$ cat config.mk
export PLATFORM = sky130hd
export DESIGN_NAME = div32_seq
export DESIGN_NICKNAME = d
export VERILOG_FILES = /design/src/rtl/div32_seq.sv
export SDC_FILE = /design/constraint.sdc
export NUM_CORES = 1
export LEC_CHECK = 0
export CORE_MARGIN = 3
export CORE_UTILIZATION = 40
export CTS_BUF_LIST = sky130_fd_sc_hd__clkbuf_4 sky130_fd_sc_hd__clkbuf_8
export CTS_CLUSTER_SIZE = 8
export DETAILED_ROUTE_END_ITERATION = 12
export PLACE_DENSITY = 0.66
export RECOVER_POWER = 25
export SLEW_MARGIN = 20
export SYNTH_ARGS = -nofsm -noshare
export SYNTH_HDL_FRONTEND = slang
export SYNTH_SLANG_ARGS = --single-unit
export TNS_END_PERCENT = 10
$ cat constraint.sdc
create_clock -name clk -period 3.25 [get_ports clk]
set_input_delay 0.325 -clock clk [delete_from_list [all_inputs] [get_ports clk]]
set_output_delay 0.325 -clock clk [all_outputs]
set_load 0.05 [all_outputs]
$ cat src/rtl/div32_seq.sv
// Sequential restoring divider for MIPS DIV/DIVU: one WIDTH+1-bit subtract per
// cycle for WIDTH cycles, then a sign fix-up cycle. Quotient feeds LO, remainder feeds HI.
module div32_seq #(
  parameter int WIDTH = 32,
  parameter int CNT_W = 6
) (
  input  logic             clk,
  input  logic             rst,
  input  logic             start,
  input  logic             is_signed,
  input  logic [WIDTH-1:0] dividend,
  input  logic [WIDTH-1:0] divisor,
  output logic             busy,
  output logic             done,
  output logic [WIDTH-1:0] quotient,
  output logic [WIDTH-1:0] remainder,
  output logic             div_zero
);

  typedef enum logic [1:0] {IDLE, CALC, FIX, DONE} state_t;

  localparam logic [CNT_W-1:0] LAST = CNT_W'(WIDTH - 1);

  state_t           state, state_nx;
  logic [WIDTH-1:0] q_acc, rem_acc, dmag;
  logic [CNT_W-1:0] cnt;
  logic             sign_q, sign_r;
  logic [WIDTH:0]   trial;
  logic             accept;

  function automatic logic [WIDTH-1:0] mag(input logic [WIDTH-1:0] v, input logic s);
    return (s && v[WIDTH-1]) ? -v : v;
  endfunction

  assign accept = start && (state == IDLE || state == DONE);
  // rem_acc < dmag always holds, so the top bit of trial is exactly the borrow.
  assign trial  = {rem_acc, q_acc[WIDTH-1]} - {1'b0, dmag};
  assign busy   = (state == CALC) || (state == FIX);
  assign done   = (state == DONE);

  always_ff @(posedge clk) begin
    if (rst) state <= IDLE;
    else     state <= state_nx;
  end

  always_comb begin
    state_nx = state;
    case (state)
      IDLE, DONE: begin
        if (start)              state_nx = (divisor == '0) ? DONE : CALC;
        else if (state == DONE) state_nx = IDLE;
      end
      CALC:    if (cnt == LAST) state_nx = FIX;
      FIX:     state_nx = DONE;
      default: state_nx = IDLE;
    endcase
  end

  always_ff @(posedge clk) begin
    if (rst) begin
      q_acc     <= '0;
      rem_acc   <= '0;
      dmag      <= '0;
      cnt       <= '0;
      sign_q    <= 1'b0;
      sign_r    <= 1'b0;
      quotient  <= '0;
      remainder <= '0;
      div_zero  <= 1'b0;
    end else if (accept) begin
      if (divisor == '0) begin
        div_zero  <= 1'b1;
        quotient  <= '1;
        remainder <= dividend;
      end else begin
        sign_q   <= is_signed & (dividend[WIDTH-1] ^ divisor[WIDTH-1]);
        sign_r   <= is_signed & dividend[WIDTH-1];
        q_acc    <= mag(dividend, is_signed);
        dmag     <= mag(divisor, is_signed);
        rem_acc  <= '0;
        cnt      <= '0;
        div_zero <= 1'b0;
      end
    end else begin
      case (state)
        CALC: begin
          if (!trial[WIDTH]) rem_acc <= trial[WIDTH-1:0];
          else               rem_acc <= {rem_acc[WIDTH-2:0], q_acc[WIDTH-1]};
          q_acc <= {q_acc[WIDTH-2:0], ~trial[WIDTH]};
          cnt   <= cnt + 1'b1;
        end
        FIX: begin
          quotient  <= sign_q ? -q_acc : q_acc;
          remainder <= sign_r ? -rem_acc : rem_acc;
        end
        default: ;
      endcase
    end
  end

endmodule

---- Word level (Yosys, flattened, before mapping) ----
Cells that the tools add are included.
word-level totals
  register bits ........................... 171
  logic and storage cells ................. 69
  bits in latches ......................... 0
  memories ................................ 0
  bits in read-only memories .............. 0
  memory bits (writable) .................. 0
operators by class
  add/sub/neg operators ................... 6
  order comparisons ....................... 0
  divide/modulo/power cells ............... 0
  equal/unequal tests ..................... 8
  multipliers ............................. 0
  reduce and logical (&&, ||, !) cells .... 14
  multiplexer cells ....................... 26
  shifts and indexed selects .............. 0
  bitwise operators ....................... 5
operator list
  cell                                                                    number
  32-bit two-way mux                                                      17
  32-bit negator                                                          4
  33-bit by 32-bit subtractor with 33-bit output                          1
  32-bit logical NOT                                                      1
  6-bit two-way mux                                                       3
  2-bit two-way mux                                                       4
  2-bit AND reduction                                                     4
  6-bit by 1-bit adder with 6-bit output (second input constant)          1
  6-bit by 5-bit equality test with 1-bit output (second input constant)  1
  2-bit case mux with 3 select lines                                      1
  2-bit equality test (second input constant)                             2
  2-bit by 1-bit != test with 1-bit output (second input constant)        2
  2-bit nonzero test                                                      2
  1-bit logical AND                                                       3
  3-bit != test (second input constant)                                   1
  1-bit bitwise AND                                                       2
  2-bit by 1-bit equality test with 1-bit output (second input constant)  1
  2-bit logical NOT                                                       1
  1-bit logical OR                                                        2
  2-bit != test (second input constant)                                   1
  1-bit NOT                                                               2
  2-bit OR reduction                                                      1
  1-bit two-way mux                                                       1
  1-bit bitwise XOR                                                       1

---- Depth between registers and ports, before layout ----
Gate-level depths: netlist of run 1.
  depth in word-level cells ............... 5
  gate-level depth with buffers ........... 14

---- Least setup slack after synthesis of run 1 ----
OpenSTA, ideal clock, no wires.
  kind .................................... register to register
  start point ............................. register q_acc[31]
  end point ............................... register rem_acc[9]
  clock period less this slack ............ 2.929 ns
  cell stages (with the launch flop) ...... 14
  setup slack ............................. 0.321 ns
  path buffers ............................ 1
  data arrival time ....................... 2.869 ns
  data required time ...................... 3.190 ns
  cells stage by stage .................... dfxtp_1 > inv_1 > ha_1 > fa_1 > nand2b_1 > a21o_1 > a21oi_1 > a211oi_1 > nand3b_1 > a31oi_1 > xnor2_1 > and2_1 > clkbuf_1 > a221o_1
between the ends
  cells in the longest elaborated chain, start to end .. 4
RTL lines
  item                                            line  RTL
  from (decl)                                     25    logic [WIDTH-1:0] q_acc, rem_acc, dmag;
  from (signal assigned)                          78    q_acc <= mag(dividend, is_signed);
  from (signal assigned)                          89    q_acc <= {q_acc[WIDTH-2:0], ~trial[WIDTH]};
  33-bit by 32-bit subtractor with 33-bit output  37    assign trial = {rem_acc, q_acc[WIDTH-1]} - {1'b0, dmag};
  32-bit two-way mux                              87    if (!trial[WIDTH]) rem_acc <= trial[WIDTH-1:0];
  32-bit two-way mux                              85    case (state)
  32-bit two-way mux                              70    end else if (accept) begin
  to (signal assigned)                            87
  to (signal assigned)                            88    else rem_acc <= {rem_acc[WIDTH-2:0], q_acc[WIDTH-1]};
  to (decl)                                       25
Every way passes these cells. The select of a mux whose other input is x is not followed.
A chain may end at the register's enable or synchronous reset.

---- Worst setup path in the final report of run 1 ----
  start point ............................. register rem_acc[0]
  end point ............................... register remainder[28]
between the ends
  cells in the longest elaborated chain, start to end .. 4
RTL lines
  item                  line  RTL
  32-bit negator        94    remainder <= sign_r ? -rem_acc : rem_acc;
  32-bit two-way mux    94
  32-bit two-way mux    85
  32-bit two-way mux    70
  to (signal assigned)  74    remainder <= dividend;
  to (signal assigned)  94
  to (decl)             16    output logic [WIDTH-1:0] remainder,
Every way passes these cells. The select of a mux whose other input is x is not followed.

==> results_dict.tcl, run 1 <==
set metrics [dict create \
    grt_pass1_vias 9813 \
    holdWs_ps 316.3 \
    vias 10770 \
    grt_overflow_total 0 \
    totalWireLength_mm 32.35 \
    p_switching_mw 4.245 \
    crit_family "simple AND/OR/NAND/NOR gates" \
    rows 60 \
    intPower_mw 4.864 \
    ys_seq_area_frac 0.3107 \
    hold_buffers 0 \
    worst_slack_ps 171.3 \
    ios 135 \
    synth-async-reset-ratio 0 \
    cts_root_buf "clkbuf_8" \
    cp_data_arrival_time_ps 3410 \
    skew_ps 22.84 \
    tns_ps 0 \
    synth.area.top_cells "dfxtp_1 (31%), xor2_1 (7.6%), a211oi_1 (6.9%)" \
    crit_type "register to register" \
    wl_per_cell_um 16.73 \
    fin_area_sq_mm 0.01360 \
    fin_util 0.5034 \
    finalHoldViolCount 0 \
    pwr-share-comb 0.518 \
    first_iter_violations 771 \
    final_common_cell "nor2_1" \
    power.share.clock 0.163 \
    worst_pin_slew_ps 763.6 \
    dr.pass1.iters 5 \
    grt_use_total 0.2157 \
    syn_avg_cell_area_sq_um 7.722 \
    postCtsSetupBuffers 0 \
    numPortBuffers 134 \
    drc 0 \
    yosysTopAreaCell "dfxtp_1" \
    fmax_ghz 0.3248 \
    floorplan.initialDensity 0.4077 \
    rsz0062_at_grt "yes" \
    crit_path_cell_trace "inv_1 > ha_1 > or3b_1 > or3b_1 > or4_4 > or2_1 > o21ai_1 > xor2_1 > a211oi_2 > a21oi_1 > nor2_1" \
    worst-path-buf-inv 1 \
    end_kind "register" \
    timing.hold.worst.class "primary input to register" \
    cp-start-kind "register" \
    mostFrequentLayoutCells "nor2_1 (194), dfxtp_1 (170), a21oi_1 (117)" \
    fin_nets 1688 \
    layout-drive-gt1-share 0.09548 \
    slew-limit-headroom 0.4909 \
    critPathMaxFanout 5 \
    synth_ff_type "dfxtp_1" \
    leakage_nw 5.378 \
    cap_viol_max_count 0 \
    crit_top_cell "or3b_1" \
    min_period_ps 3079 \
    cpMaxStageDelayCell "or4_4" \
    ys_ff_latch 171 \
    ir_worst_vdd_uv 268.4 \
    numCtsBuffers 17 \
    htree_num_levels 4 \
    clock-sinks 171 \
    grt_pass1_wl_mm 51.59 \
    grt_max_degree 72 \
    cts_buffer_depth 2 \
    swShare 0.4660 \
    dpl_cell_area_sq_mm 0.01322 \
    syn2layout_area_growth_pct 23.46 \
    slowest_delay_ps 550 \
    setup_viol 0 \
    ys_types 63 \
    synth_edf_count 0 \
    fill_cells 2652 \
    core_sq_mm 0.02703 \
    dpl.hpwl_mm 25.16 \
    die_h_um 172.0 \
    power_frac_seq 0.319 \
    outcome "finished clean" \
    cts_resized 0 \
    die_x_um 172.0 \
    drv_slew 0 \
    viasPerCell 5.571 \
    synthCells 1427 \
    ys_warn_count 0 \
    die_area_sq_mm 0.02958 \
    min_period_over_period 0.9473 \
    required_ps 3580 \
    power_density_mw_per_mm2 669.6 \
    r2r_slack_ps 170 \
    clk_latency_ps 470 \
    synth_nets 1536 \
    synth_area_sq_mm 0.01102 \
    cts_tree "yes" \
    pre_cts_ws_ps -231.1 \
    diodes 0 \
    antenna_found_initial 0 \
    clk_pin_slew_ps 100 \
    ant_nets 0 \
    place.gp.congestion 0.8887 \
    synth_top_area_share 0.3107 \
]
## cells in the mapped netlist (3+ instances only)
cell,number
a221o_1,13
a32oi_1,12
or3b_2,3
inv_1,54
o21bai_1,7
or4_4,3
a21o_1,15
buf_2,21
a211oi_1,102
nor3_1,28
nor2_1,195
nor2b_1,5
nand4_1,6
o21ai_0,79
and2_1,10
nand3b_1,3
nor4_1,12
nand3_1,24
ha_1,40
a311oi_1,11
or2_2,4
nand2_1,111
o31ai_1,25
a22oi_1,3
xor2_1,96
o41ai_1,13
nand2b_1,12
o21a_1,4
a41oi_1,3
or3_1,14
a21oi_1,117
a31oi_1,8
or4_1,13
and3_1,9
o211ai_1,24
dfxtp_1,171
clkbuf_1,68
xnor2_1,52
o22ai_1,5
mux2i_1,3
## logic make-up after synthesis
group | count (synthesis) | share of synthesized area
XOR/XNOR | 148 | 0.1176
adder cells (fa/ha/maj) | 41 | 0.04724
AO/OA/AOI/OAI | 456 | 0.2746
flip-flops | 171 | 0.3107
multiplexers | 3 | 0.002725
buffers and inverters | 147 | 0.05382
AND/OR/NAND/NOR | 461 | 0.1934
## stage by stage
stage | power (mW) | cells
after floorplan | 6.214 | 1427
after global placement | 7.657 | 1901
after detailed placement | 7.710 | 1901
after CTS | 9.177 | 1933
after global routing | 9.789 | 1933
final | 9.109 | 1933
## layout make-up
class,count,area (sq um),area share
Clock inverter,14,125.1,0.009197
Tap cell,341,426.7,0.03136
Timing Repair Buffer,226,2121,0.1559
Multi-Input combinational cell,1109,7063,0.5192
Clock buffer,18,241.5,0.01775
Sequential cell,171,3425,0.2517
Inverter,54,202.7,0.01490
## metal layers
metal	wire length [um]	track usage	vias up
met3	1365	0.03018	25
met5	0	0	-
met1	15310	0.2944	5028
met2	15260	0.3680	247
li1	-	-	5469
met4	410	0.03992	0
## power by group through the flow
| stage | Clock, mW | Sequential (mW) | Combinational (mW) |
|---|---|---|---|
| after floorplan | 0 | 3.42 | 2.80 |
| after global placement | 0 | 2.95 | 4.70 |
| after detailed placement | 0 | 2.96 | 4.75 |
| after CTS | 1.51 | 2.91 | 4.76 |
| after global routing | 1.59 | 2.97 | 5.22 |
| final | 1.48 | 2.91 | 4.72 |
## sequential cells by signal (all words and copies together), names as in the netlist
signal	count
state	2
div_zero	1
remainder	32
rem_acc	32
sign_q	1
sign_r	1
dmag	32
quotient	32
cnt	6
q_acc	32
## path summary, 6_finish.rpt
check,startpoint,depth (start not counted),to
setup reg to reg,rem_acc[0],11,remainder[28]
setup / recovery,rem_acc[0],11,remainder[28]
hold reg to reg,remainder[8],2,remainder[8]
hold / removal,rst,2,remainder[16]
Note: power is estimated with default switching activity, not from simulation.
==> inputs of run 2 (changes only) <==
--- a/config.mk
+++ b/config.mk
@@ -5,6 +5,7 @@
 export SDC_FILE = /design/constraint.sdc
 export NUM_CORES = 1
 export LEC_CHECK = 0
+export CAP_MARGIN = 10
 export CORE_MARGIN = 3
 export CORE_UTILIZATION = 40
 export CTS_BUF_LIST = sky130_fd_sc_hd__clkbuf_4 sky130_fd_sc_hd__clkbuf_8
==> results of run 2 <==
The final DEF is identical to that of run 1; final timing and power are the same.
==> inputs of run 3 (changes only) <==
--- a/config.mk
+++ b/config.mk
@@ -5,6 +5,7 @@
 export SDC_FILE = /design/constraint.sdc
 export NUM_CORES = 1
 export LEC_CHECK = 0
+export ABC_AREA = 0
 export CAP_MARGIN = 10
 export CORE_MARGIN = 3
 export CORE_UTILIZATION = 40
==> results of run 3 <==
The final DEF is identical to that of run 1; final timing and power are the same.
